$ cat src/rtl/gpio_seq.sv
// GPIO output pattern sequencer: plays a table of {value, hold} entries as bus writes to the GPIO ODR.
// Latency: m_req rises the cycle after start; successive writes are delay+2 cycles apart with immediate gnt/rvalid.
// Backpressure: m_req/m_addr/m_wdata held stable until m_gnt; sequencing stalls in WAIT until m_rvalid.
module gpio_seq #(
  parameter int          DEPTH      = 16,
  parameter logic [31:0] GPIO_BASE  = 32'h0000_0000,
  parameter logic [11:0] ODR_OFFSET = 12'h008
) (
  input  logic                     clk,
  input  logic                     rst,
  input  logic                     cfg_we,
  input  logic [$clog2(DEPTH)-1:0] cfg_waddr,
  input  logic [31:0]              cfg_value,
  input  logic [15:0]              cfg_delay,
  input  logic [$clog2(DEPTH)-1:0] last_idx,
  input  logic                     loop_en,
  input  logic                     start,
  input  logic                     stop,
  output logic                     busy,
  output logic                     done,
  output logic [$clog2(DEPTH)-1:0] cur_idx,
  output logic                     m_req,
  input  logic                     m_gnt,
  input  logic                     m_rvalid,
  output logic [31:0]              m_addr,
  output logic                     m_we,
  output logic [3:0]               m_be,
  output logic [31:0]              m_wdata
);

  localparam int IW = $clog2(DEPTH);

  typedef struct packed {
    logic [31:0] value;
    logic [15:0] delay;
  } entry_t;

  typedef enum logic [1:0] {S_IDLE, S_REQ, S_WAIT, S_DELAY} state_t;

  state_t          state;
  entry_t          tbl [DEPTH];
  logic [15:0]     cnt;
  logic            stop_pend;
  logic            at_last;
  logic            nxt_end;
  logic [IW-1:0]   nxt_idx;

  assign m_addr  = GPIO_BASE + {20'h0, ODR_OFFSET};
  assign m_we    = 1'b1;
  assign m_be    = 4'hF;
  assign m_wdata = tbl[cur_idx].value;

  // Decision taken when an entry's hold time ends; loop controls are sampled live.
  always_comb begin
    at_last = (cur_idx == last_idx);
    nxt_end = at_last && !loop_en;
    nxt_idx = at_last ? '0 : cur_idx + IW'(1);
  end

  // Table storage and sequencer FSM with registered outputs.
  always_ff @(posedge clk) begin
    if (rst) begin
      state     <= S_IDLE;
      busy      <= 1'b0;
      done      <= 1'b0;
      cur_idx   <= '0;
      m_req     <= 1'b0;
      cnt       <= '0;
      stop_pend <= 1'b0;
      for (int i = 0; i < DEPTH; i++) tbl[i] <= '0;
    end else begin
      done <= 1'b0;
      if (cfg_we && state == S_IDLE) tbl[cfg_waddr] <= '{value: cfg_value, delay: cfg_delay};
      case (state)
        S_IDLE: begin
          if (start && !stop) begin
            state   <= S_REQ;
            busy    <= 1'b1;
            m_req   <= 1'b1;
            cur_idx <= '0;
          end
        end
        S_REQ: begin
          if (stop) stop_pend <= 1'b1;
          if (m_gnt) begin
            state <= S_WAIT;
            m_req <= 1'b0;
          end
        end
        S_WAIT: begin
          if (m_rvalid) begin
            if (stop_pend || stop) begin
              state     <= S_IDLE;
              busy      <= 1'b0;
              stop_pend <= 1'b0;
            end else if (tbl[cur_idx].delay == 16'd0) begin
              if (nxt_end) begin
                state <= S_IDLE;
                busy  <= 1'b0;
                done  <= 1'b1;
              end else begin
                state   <= S_REQ;
                m_req   <= 1'b1;
                cur_idx <= nxt_idx;
              end
            end else begin
              cnt   <= tbl[cur_idx].delay;
              state <= S_DELAY;
            end
          end else if (stop) begin
            stop_pend <= 1'b1;
          end
        end
        S_DELAY: begin
          if (stop) begin
            state     <= S_IDLE;
            busy      <= 1'b0;
            stop_pend <= 1'b0;
          end else if (cnt == 16'd1) begin
            if (nxt_end) begin
              state <= S_IDLE;
              busy  <= 1'b0;
              done  <= 1'b1;
            end else begin
              state   <= S_REQ;
              m_req   <= 1'b1;
              cur_idx <= nxt_idx;
            end
          end else begin
            cnt <= cnt - 16'd1;
          end
        end
        default: begin
          state <= S_IDLE;
          busy  <= 1'b0;
          m_req <= 1'b0;
        end
      endcase
    end
  end

endmodule

$ cat config.mk
export PLATFORM = sky130hd
export DESIGN_NAME = gpio_seq
export DESIGN_NICKNAME = d
export VERILOG_FILES = /design/src/rtl/gpio_seq.sv
export SDC_FILE = /design/constraint.sdc
export NUM_CORES = 1
export LEC_CHECK = 0
export CORE_MARGIN = 8
export CORE_UTILIZATION = 45
export CTS_CLUSTER_SIZE = 24
export DETAILED_ROUTE_END_ITERATION = 6
export SYNTH_ARGS = -nofsm -noshare
export SYNTH_HDL_FRONTEND = slang
export SYNTH_SLANG_ARGS = --single-unit
export TNS_END_PERCENT = 50
$ cat constraint.sdc
create_clock -name clk -period 13.62 [get_ports clk]
set_clock_uncertainty 0.1 [all_clocks]
set_input_delay 2.724 -clock clk [delete_from_list [all_inputs] [get_ports clk]]
set_output_delay 2.724 -clock clk [all_outputs]
set_load 0.05 [all_outputs]
==> results of run 1 <==
## cell families after synthesis
family | after synthesis | synth area share
other cells | 2 | 0.000206
mux | 225 | 0.139
flops | 798 | 0.650
fa+ha+maj | 3 | 0.00103
xor+xnor | 4 | 0.000963
simple gates | 935 | 0.155
buf+inv | 247 | 0.0301
compound gates | 127 | 0.0235
## through the flow
step	setup slack [ns]	instances	total power (W)	cell area, sq um	util
6_report	6.23	3511	0.00561	41400	0.515
5_1_grt	5.92	3505	0.00576	41300	0.515
4_1_cts	6.02	3502	0.00564	41300	0.515
3_5_place_dp	6.36	3343	0.00324	38400	0.478
3_3_place_gp	6.44	3343	0.00323	38400	0.478
2_1_floorplan	6.27	2376	0.00310	36500	-
## report_power, final
group	switching (W)	total (W)	internal, W
logic	0.000254	0.000377	0.000123
clock network	0.00100	0.00241	0.00141
registers	0.0000307	0.00281	0.00278
total	0.00128	0.00561	0.00432
## worst paths after layout
check                           startpoint  cells past startpoint  slack (ns)     endpoint
worst max-delay path              register                      5        6.23  m_wdata[13]
worst max register to register    register                      9        8.71       cnt[9]
worst min register to register       m_req                      1        0.39        m_req
worst min-delay path                 m_req                      1        0.39        m_req
## cell type report
cell class,instances,area [sq um]
Clock buffer,98,2220
Tap cell,1060,1330
Fill cell,6508,38900
Antenna cell,9,22.5
Multi-Input combinational cell,1331,12000
Inverter,12,45.0
Timing Repair Buffer,142,1350
Clock inverter,61,724
Sequential cell,798,23700
## critical path, delay by kind of cell, from the launching register on
kind | cells | cell delay [ns]
buffers and inverters | 3 | 2.24
muxes | 2 | 1.16
DFF | 1 | 0.41
## flip-flops by register name, indices dropped and copies added, names as in the netlist, named ones only
register,cells
tbl,768
cnt,16
cur_idx,4
state,2
busy,1
done,1
m_req,1
stop_pend,1
## routing by layer
layer / global-route usage / up-vias / part of all wire
met1: 0.306 / 10726 / 0.41
met4: 0.0735 / 0 / 0.025
met2: 0.365 / 957 / 0.49
met5: 0 / - / 0
li1: - / 8683 / -
met3: 0.0332 / 158 / 0.076
## synth_stat cells, types with 5 or more instances
library cell	count	area share
a22o_1	5	0.0012
and3_1	7	0.0012
nand2_1	37	0.0038
nor2b_1	10	0.0017
buf_2	8	0.0011
o21ai_0	29	0.0040
a21oi_1	24	0.0033
dfxtp_1	30	0.017
or2_2	6	0.0010
nand3_1	19	0.0026
nor2_1	48	0.0050
and2_1	772	0.13
buf_1	25	0.0026
inv_1	12	0.0012
mux4_2	224	0.14
a22oi_1	27	0.0056
clkbuf_1	162	0.017
nand4_1	5	0.00086
buf_4	38	0.0078
nor3_1	11	0.0015
edfxtp_1	768	0.63
a221oi_1	7	0.0017
==> impl_metrics.csv, run 1 <==
group,metric,value,unit
logic_synthesis,ys_async_sr_fraction,0,
logic_synthesis,yosysSeqAreaShare,0.650,
detailed_routing,drtIter0Drc,2122,
global_route,grtUsageTotal,0.223,
detailed_routing,drtAntennaViolNets,0,
layout,drive_gt1_frac,0.179,
power,ir_drop,104,uV
setup_path,critPathKind,"register to primary output",
timing,rsz0062_at_grt,"no",
clocking,clock_latency,0.64,ns
setup_path,crit_path_start_kind,"register",
logic_synthesis,synth_cells,2341,
clocking,path_clk_slew,0.06,ns
clocking,numCtsBuffers,86,
detailed_routing,vias,20524,
logic_synthesis,synth.avg_cell_area,15.5,sq um
floorplanning,ioPinCount,140,
clocking,post_cts_buffers,0,
clocking,h-tree-depth,3,
setup_path,crit_path_end_kind,"primary output",
setup_path,cpMostUsedCell,"mux4_2",
timing,finalCritPeriodShare,0.543,
detailed_routing,drtPass1Iterations,6,
timing,fmax,135,MHz
logic_synthesis,synth_cell_types,55,
timing,finalHoldViolCount,0,
clocking,numClockSinks,798,
global_route,grt_pass1_vias,21131,
floorplanning,die_area,90200,sq um
setup_path,worstPathMaxFanout,105,
layout,syn2layout_area_growth,13.7,%
layout,layout_commonest_cell,"and2_1",
power,power.leakage,14.5,nW
floorplanning,rows,104,
floorplanning,fp.coreArea,80300,sq um
floorplanning,fp.dieH,300,microns
floorplanning,die_x,300,microns
logic_synthesis,synth_ff_type,"edfxtp_1",
timing,maxSlewHeadroom,0.196,
placed_design,io_buffer_count,102,
setup_path,cpPeakStageDelay,0.86,ns
global_route,grt_pass1_wl,147,mm
logic_synthesis,ys_seq_elements,798,
timing,fin_crit,7.39,ns
clocking,cts_tree,"done",
job,max-cap-violations,0,
timing,worst_pin_slew,1.21,ns
clocking,root_buffer,"clkbuf_16",
setup_path,worstPathCellList,"buf_12 -> buf_4 -> mux4_2 -> mux4_2 -> clkdlybuf4s50_1",
timing,tns,0,ns
floorplanning,start_util,0.453,
placed_design,place_congestion,0.821,
logic_synthesis,synth_area,36400,sq um
detailed_routing,wl_per_cell,28.9,microns
clocking,cts.path.max_buffers,3,
worst_hold_path,min_path_type,"register to register",
timing,drv_slew,0,
placed_design,place.detailed.hpwl,47.9,mm
detailed_routing,vias_per_cell,5.85,
layout,final_net_count,2438,
detailed_routing,wl,102,mm
layout,mostFrequentLayoutCells,"and2_1 (772), edfxtp_1 (768), mux4_2 (224)",
timing,whs,0.388,ns
clocking,hold_buffers,0,
logic_synthesis,synth_edf_count,768,
setup_path,slowest_stage,"buf_4",
setup_path,worstPathArrival,4.57,ns
run_status,status,"finished, final reports clean",
global_route,antenna_found_initial,10,
global_route,grt_max_degree,127,
logic_synthesis,ys.warnings.count,0,
power,power_density,136,nW/um^2
timing,setup_violations,0,
detailed_routing,drc_errors,0,
global_route,overflow,0,
clocking,cts_resized,0,
setup_path,cp_data_required_time,10.80,ns
(Power assumes the default switching activity.)
==> run 2: changes to the inputs <==
Clock period 13.62 ns to 6 ns, I/O delays scaled along.
==> impl_metrics.csv, run 2 (same netlist as run 1, synthesis figures left out) <==
group,metric,value,unit
placed_design,place_congestion,0.803,
placed_design,place.detailed.hpwl,53.7,mm
power,power.total,0.0128,W
timing,finalHoldViolCount,0,
placed_design,place_ws,1.25,ns
setup_path,crit_buf_inv,2,
layout,stdcell_area,41600,sq um
clocking,cts.path.max_buffers,3,
global_route,overflow,0,
clocking,numClockSinks,798,
setup_path,cpMostUsedCell,"mux4_2",
clocking,cts_resized,0,
detailed_routing,wl,103,mm
placed_design,io_buffer_count,102,
setup_path,crit_path_end_kind,"primary output",
timing,drv_slew,0,
setup_path,slowest_stage,"dfxtp_4",
detailed_routing,drc_errors,0,
clocking,cts_tree,"done",
setup_path,worstPathCellList,"buf_4 -> mux4_2 -> mux4_2 -> clkdlybuf4s50_1",
clocking,path_clk_slew,0.06,ns
clocking,h-tree-depth,3,
floorplanning,start_util,0.453,
timing,maxSlewHeadroom,0.155,
global_route,antenna_found_initial,7,
floorplanning,fp.coreArea,80300,sq um
job,max-cap-violations,0,
setup_path,worstPathArrival,3.88,ns
layout,drive_gt1_frac,0.181,
global_route,grt_max_degree,69,
detailed_routing,drtAntennaViolNets,0,
detailed_routing,drtPass1Iterations,6,
clocking,numCtsBuffers,87,
layout,syn2layout_area_growth,14.3,%
timing,rsz0062_at_grt,"no",
timing,worst_pin_slew,1.26,ns
detailed_routing,vias,20759,
timing,fmax,193,MHz
setup_path,cp_top_family,"buffers and inverters",
setup_path,crit_path_start_kind,"register",
worst_hold_path,min_path_type,"register to register",
floorplanning,ioPinCount,140,
layout,layout_commonest_cell,"and2_1",
floorplanning,die_area,90200,sq um
setup_path,critPathKind,"register to primary output",
global_route,grt_pass1_wl,149,mm
setup_path,path_depth,4,
placed_design,placed_cell_area,38600,sq um
detailed_routing,wl_per_cell,29.3,microns
setup_path,cpPeakStageDelay,0.86,ns
global_route,grt_pass1_vias,21190,
floorplanning,die_x,300,microns
detailed_routing,vias_per_cell,5.89,
setup_path,cp_data_required_time,4.70,ns
floorplanning,rows,104,
power,power_density,307,nW/um^2
layout,mostFrequentLayoutCells,"and2_1 (772), edfxtp_1 (768), mux4_2 (224)",
layout,top_register,"tbl",
layout,reg_top3,"tbl (768), cnt (16), cur_idx (4)",
layout,fill_cells,6442,
timing,setup_violations,0,
timing,tns,0,ns
power,ir_drop,181,uV
setup_path,reg2reg_depth,9,
layout,largest_reg_flops,768,
setup_path,worstPathMaxFanout,37,
clocking,post_cts_buffers,0,
clocking,clock_latency,0.63,ns
global_route,grtUsageTotal,0.227,
timing,fin_crit,5.18,ns
timing,fin_ws,0.822,ns
floorplanning,fp.dieH,300,microns
power,power.leakage,14.6,nW
clocking,hold_buffers,0,
clocking,root_buffer,"clkbuf_16",
worst_hold_path,hold_depth,1,
detailed_routing,drtIter0Drc,2377,
timing,finalCritPeriodShare,0.863,
run_status,status,"finished, final reports clean",
layout,final_net_count,2455,
## run 2: path summary, 6_finish.rpt
check	start	end	slack (ns)
max	register	m_wdata[29]	0.82
min	m_req	m_req	0.37
max reg2reg	register	register	1.28
min reg2reg	m_req	m_req	0.37
## run 2: per-layer routing
metal,vias to the layer above,GRT usage,share of wire
met5,-,0,0.000068
met4,2,0.0673,0.024
met3,168,0.0360,0.081
met2,989,0.372,0.49
met1,10872,0.312,0.41
li1,8728,-,-
## run 2: where the power goes
group	switching, W	internal, W	total, W
registers	0.0000779	0.00632	0.00639
clock network	0.00221	0.00330	0.00552
logic	0.000577	0.000291	0.000868
total	0.00287	0.00991	0.0128
## run 2: cell type report
cell class | count | area (sq um) | area share
diodes | 5 | 12.5 | 0.000301
repair buffers | 158 | 1580 | 0.0380
clock buffers | 104 | 2350 | 0.0565
well taps | 1060 | 1330 | 0.0319
multi-input cells | 1331 | 12000 | 0.289
flip-flops and latches | 798 | 23700 | 0.569
inverters | 12 | 45.0 | 0.00108
clock inverters | 55 | 583 | 0.0140
## run 2: through the flow
step                      std cells  utilization  hold WS, ns
after floorplan                2376            -        0.360
after global placement         3359        0.481        0.353
after detailed placement       3359        0.481        0.357
after CTS                      3518        0.518        0.370
after global routing           3519        0.518        0.405
final                          3523        0.518        0.366
==> run 3: changes to the inputs <==
Settings changed: CTS_BUF_LIST set to sky130_fd_sc_hd__clkbuf_8, SLEW_MARGIN set to 10.
==> impl_metrics.csv, run 3 (same netlist as run 1, synthesis figures left out) <==
group,metric,value,unit
global_route,overflow,0,
timing,fin_ws,0.622,ns
global_route,grt_pass1_wl,150,mm
placed_design,place_ws,1.25,ns
detailed_routing,drtIter0Drc,2434,
placed_design,place.detailed.hpwl,53.7,mm
setup_path,reg2reg_slack,1.27,ns
worst_hold_path,min_to,"m_req",
layout,drive_gt1_frac,0.190,
worst_hold_path,hp-start,"m_req",
timing,fmax,186,MHz
floorplanning,ioPinCount,140,
layout,syn2layout_area_growth,13.0,%
timing,fin_crit,5.38,ns
detailed_routing,vias,20963,
clocking,numCtsBuffers,138,
setup_path,cpMostUsedCell,"mux4_2",
clocking,clock_latency,0.80,ns
floorplanning,die_x,300,microns
layout,layout_commonest_cell,"and2_1",
power,ir_drop,190,uV
layout,final_net_count,2506,
timing,worst_pin_slew,1.27,ns
worst_hold_path,min_path_type,"register to register",
clocking,cts_resized,0,
power,power_density,287,nW/um^2
floorplanning,fp.coreArea,80300,sq um
layout,largest_reg_flops,768,
setup_path,reg2reg_depth,9,
layout,reg_top3,"tbl (768), cnt (16), cur_idx (4)",
placed_design,place_congestion,0.803,
timing,maxSlewHeadroom,0.142,
detailed_routing,drtPass1Iterations,5,
clocking,path_clk_slew,0.06,ns
timing,finalHoldViolCount,0,
worst_hold_path,hold_depth,1,
setup_path,slowest_stage,"dfxtp_4",
floorplanning,rows,104,
setup_path,crit_path_start_kind,"register",
setup_path,worstPathMaxFanout,37,
floorplanning,die_area,90200,sq um
layout,fill_cells,6573,
setup_path,r2r_end,"cur_idx[0]",
timing,setup_violations,0,
setup_path,cp_data_required_time,4.70,ns
floorplanning,fp.dieH,300,microns
setup_path,worstPathCellList,"buf_4 -> mux4_2 -> mux4_2 -> clkdlybuf4s50_1",
detailed_routing,vias_per_cell,5.81,
clocking,h-tree-depth,4,
setup_path,crit_path_end_kind,"primary output",
floorplanning,start_util,0.453,
layout,top_register,"tbl",
layout,multi_input_area,12000,sq um
job,max-cap-violations,0,
global_route,grt_max_degree,69,
detailed_routing,wl,104,mm
clocking,cts.path.max_buffers,3,
detailed_routing,drtAntennaViolNets,0,
clocking,hold_buffers,0,
timing,drv_slew,0,
setup_path,critPathKind,"register to primary output",
detailed_routing,drc_errors,0,
detailed_routing,wl_per_cell,28.8,microns
placed_design,io_buffer_count,102,
layout,mostFrequentLayoutCells,"and2_1 (772), edfxtp_1 (768), mux4_2 (224)",
global_route,grt_pass1_vias,21652,
global_route,antenna_found_initial,9,
setup_path,worstPathArrival,4.08,ns
clocking,cts_tree,"done",
timing,rsz0062_at_grt,"no",
global_route,grtUsageTotal,0.229,
timing,finalCritPeriodShare,0.896,
layout,ff_latch_area,23700,sq um
timing,tns,0,ns
clocking,post_cts_buffers,0,
clocking,root_buffer,"clkbuf_8",
clocking,numClockSinks,798,
run_status,status,"finished, final reports clean",
setup_path,cpPeakStageDelay,0.87,ns
power,power.leakage,14.6,nW
## run 3: cell count changes in the layout (fill, tap and decap cells not counted)
cell / change
inv_1: +48
clkinv_1: +11
clkinvlp_4: +2
inv_6: +2
inv_8: +3
bufinv_16: -10
clkinv_4: -1
clkbuf_8: +141
clkbuf_1: -12
clkinv_2: -7
diode_2: -2
clkbuf_16: -92
clkinv_8: -1
## run 3: layout make-up
type | instances | area share
clock inverter | 102 | 0.0124
timing repair buffer | 158 | 0.0384
tap | 1060 | 0.0323
multi-input combinational | 1331 | 0.292
clock buffer | 141 | 0.0472
inverter | 12 | 0.00110
antenna | 3 | 0.000183
sequential | 798 | 0.576
## run 3: worst max-delay path by stage
stage | cells past startpoint | slack [ns] | from | end
2_1_floorplan | 5 | 0.17 | rst | tbl[2][0]
3_3_place_gp | 9 | 1.28 | register | register
3_5_place_dp | 9 | 1.25 | register | register
4_1_cts | 4 | 0.45 | register | m_wdata[29]
5_1_grt | 4 | 0.41 | register | m_wdata[29]
6_report | 4 | 0.62 | register | m_wdata[29]
## run 3: stage by stage
| stage | util | total power, W | instances | hold slack, ns | area [sq um] |
|---|---|---|---|---|---|
| 2_1_floorplan | - | 0.00704 | 2376 | 0.360 | 36500 |
| 3_3_place_gp | 0.481 | 0.00736 | 3359 | 0.353 | 38600 |
| 3_5_place_dp | 0.481 | 0.00738 | 3359 | 0.357 | 38600 |
| 4_1_cts | 0.512 | 0.0119 | 3602 | 0.370 | 41100 |
| 5_1_grt | 0.512 | 0.0122 | 3603 | 0.404 | 41100 |
| 6_report | 0.512 | 0.0118 | 3605 | 0.365 | 41100 |
## run 3: where the power goes
part / switching (W) / leakage [nW] / internal (W) / total (W)
clock network: 0.00223 / 1.42 / 0.00228 / 0.00451
registers: 0.0000781 / 8.18 / 0.00632 / 0.00640
logic: 0.000578 / 5.01 / 0.000291 / 0.000870
## run 3: metal layers
| layer | track usage | vias to the layer above | share of wire |
|---|---|---|---|
| li1 | - | 8828 | - |
| met1 | 0.311 | 10950 | 0.40 |
| met2 | 0.374 | 993 | 0.49 |
| met3 | 0.0409 | 190 | 0.080 |
| met4 | 0.0754 | 2 | 0.026 |
| met5 | 0 | - | 0.000067 |
## run 3: critical path, delay by kind of cell (launching register included)
kind	cells	cell delay [ns]
multiplexers	2	1.06
flip-flops	1	0.87
buffers and inverters	2	1.32
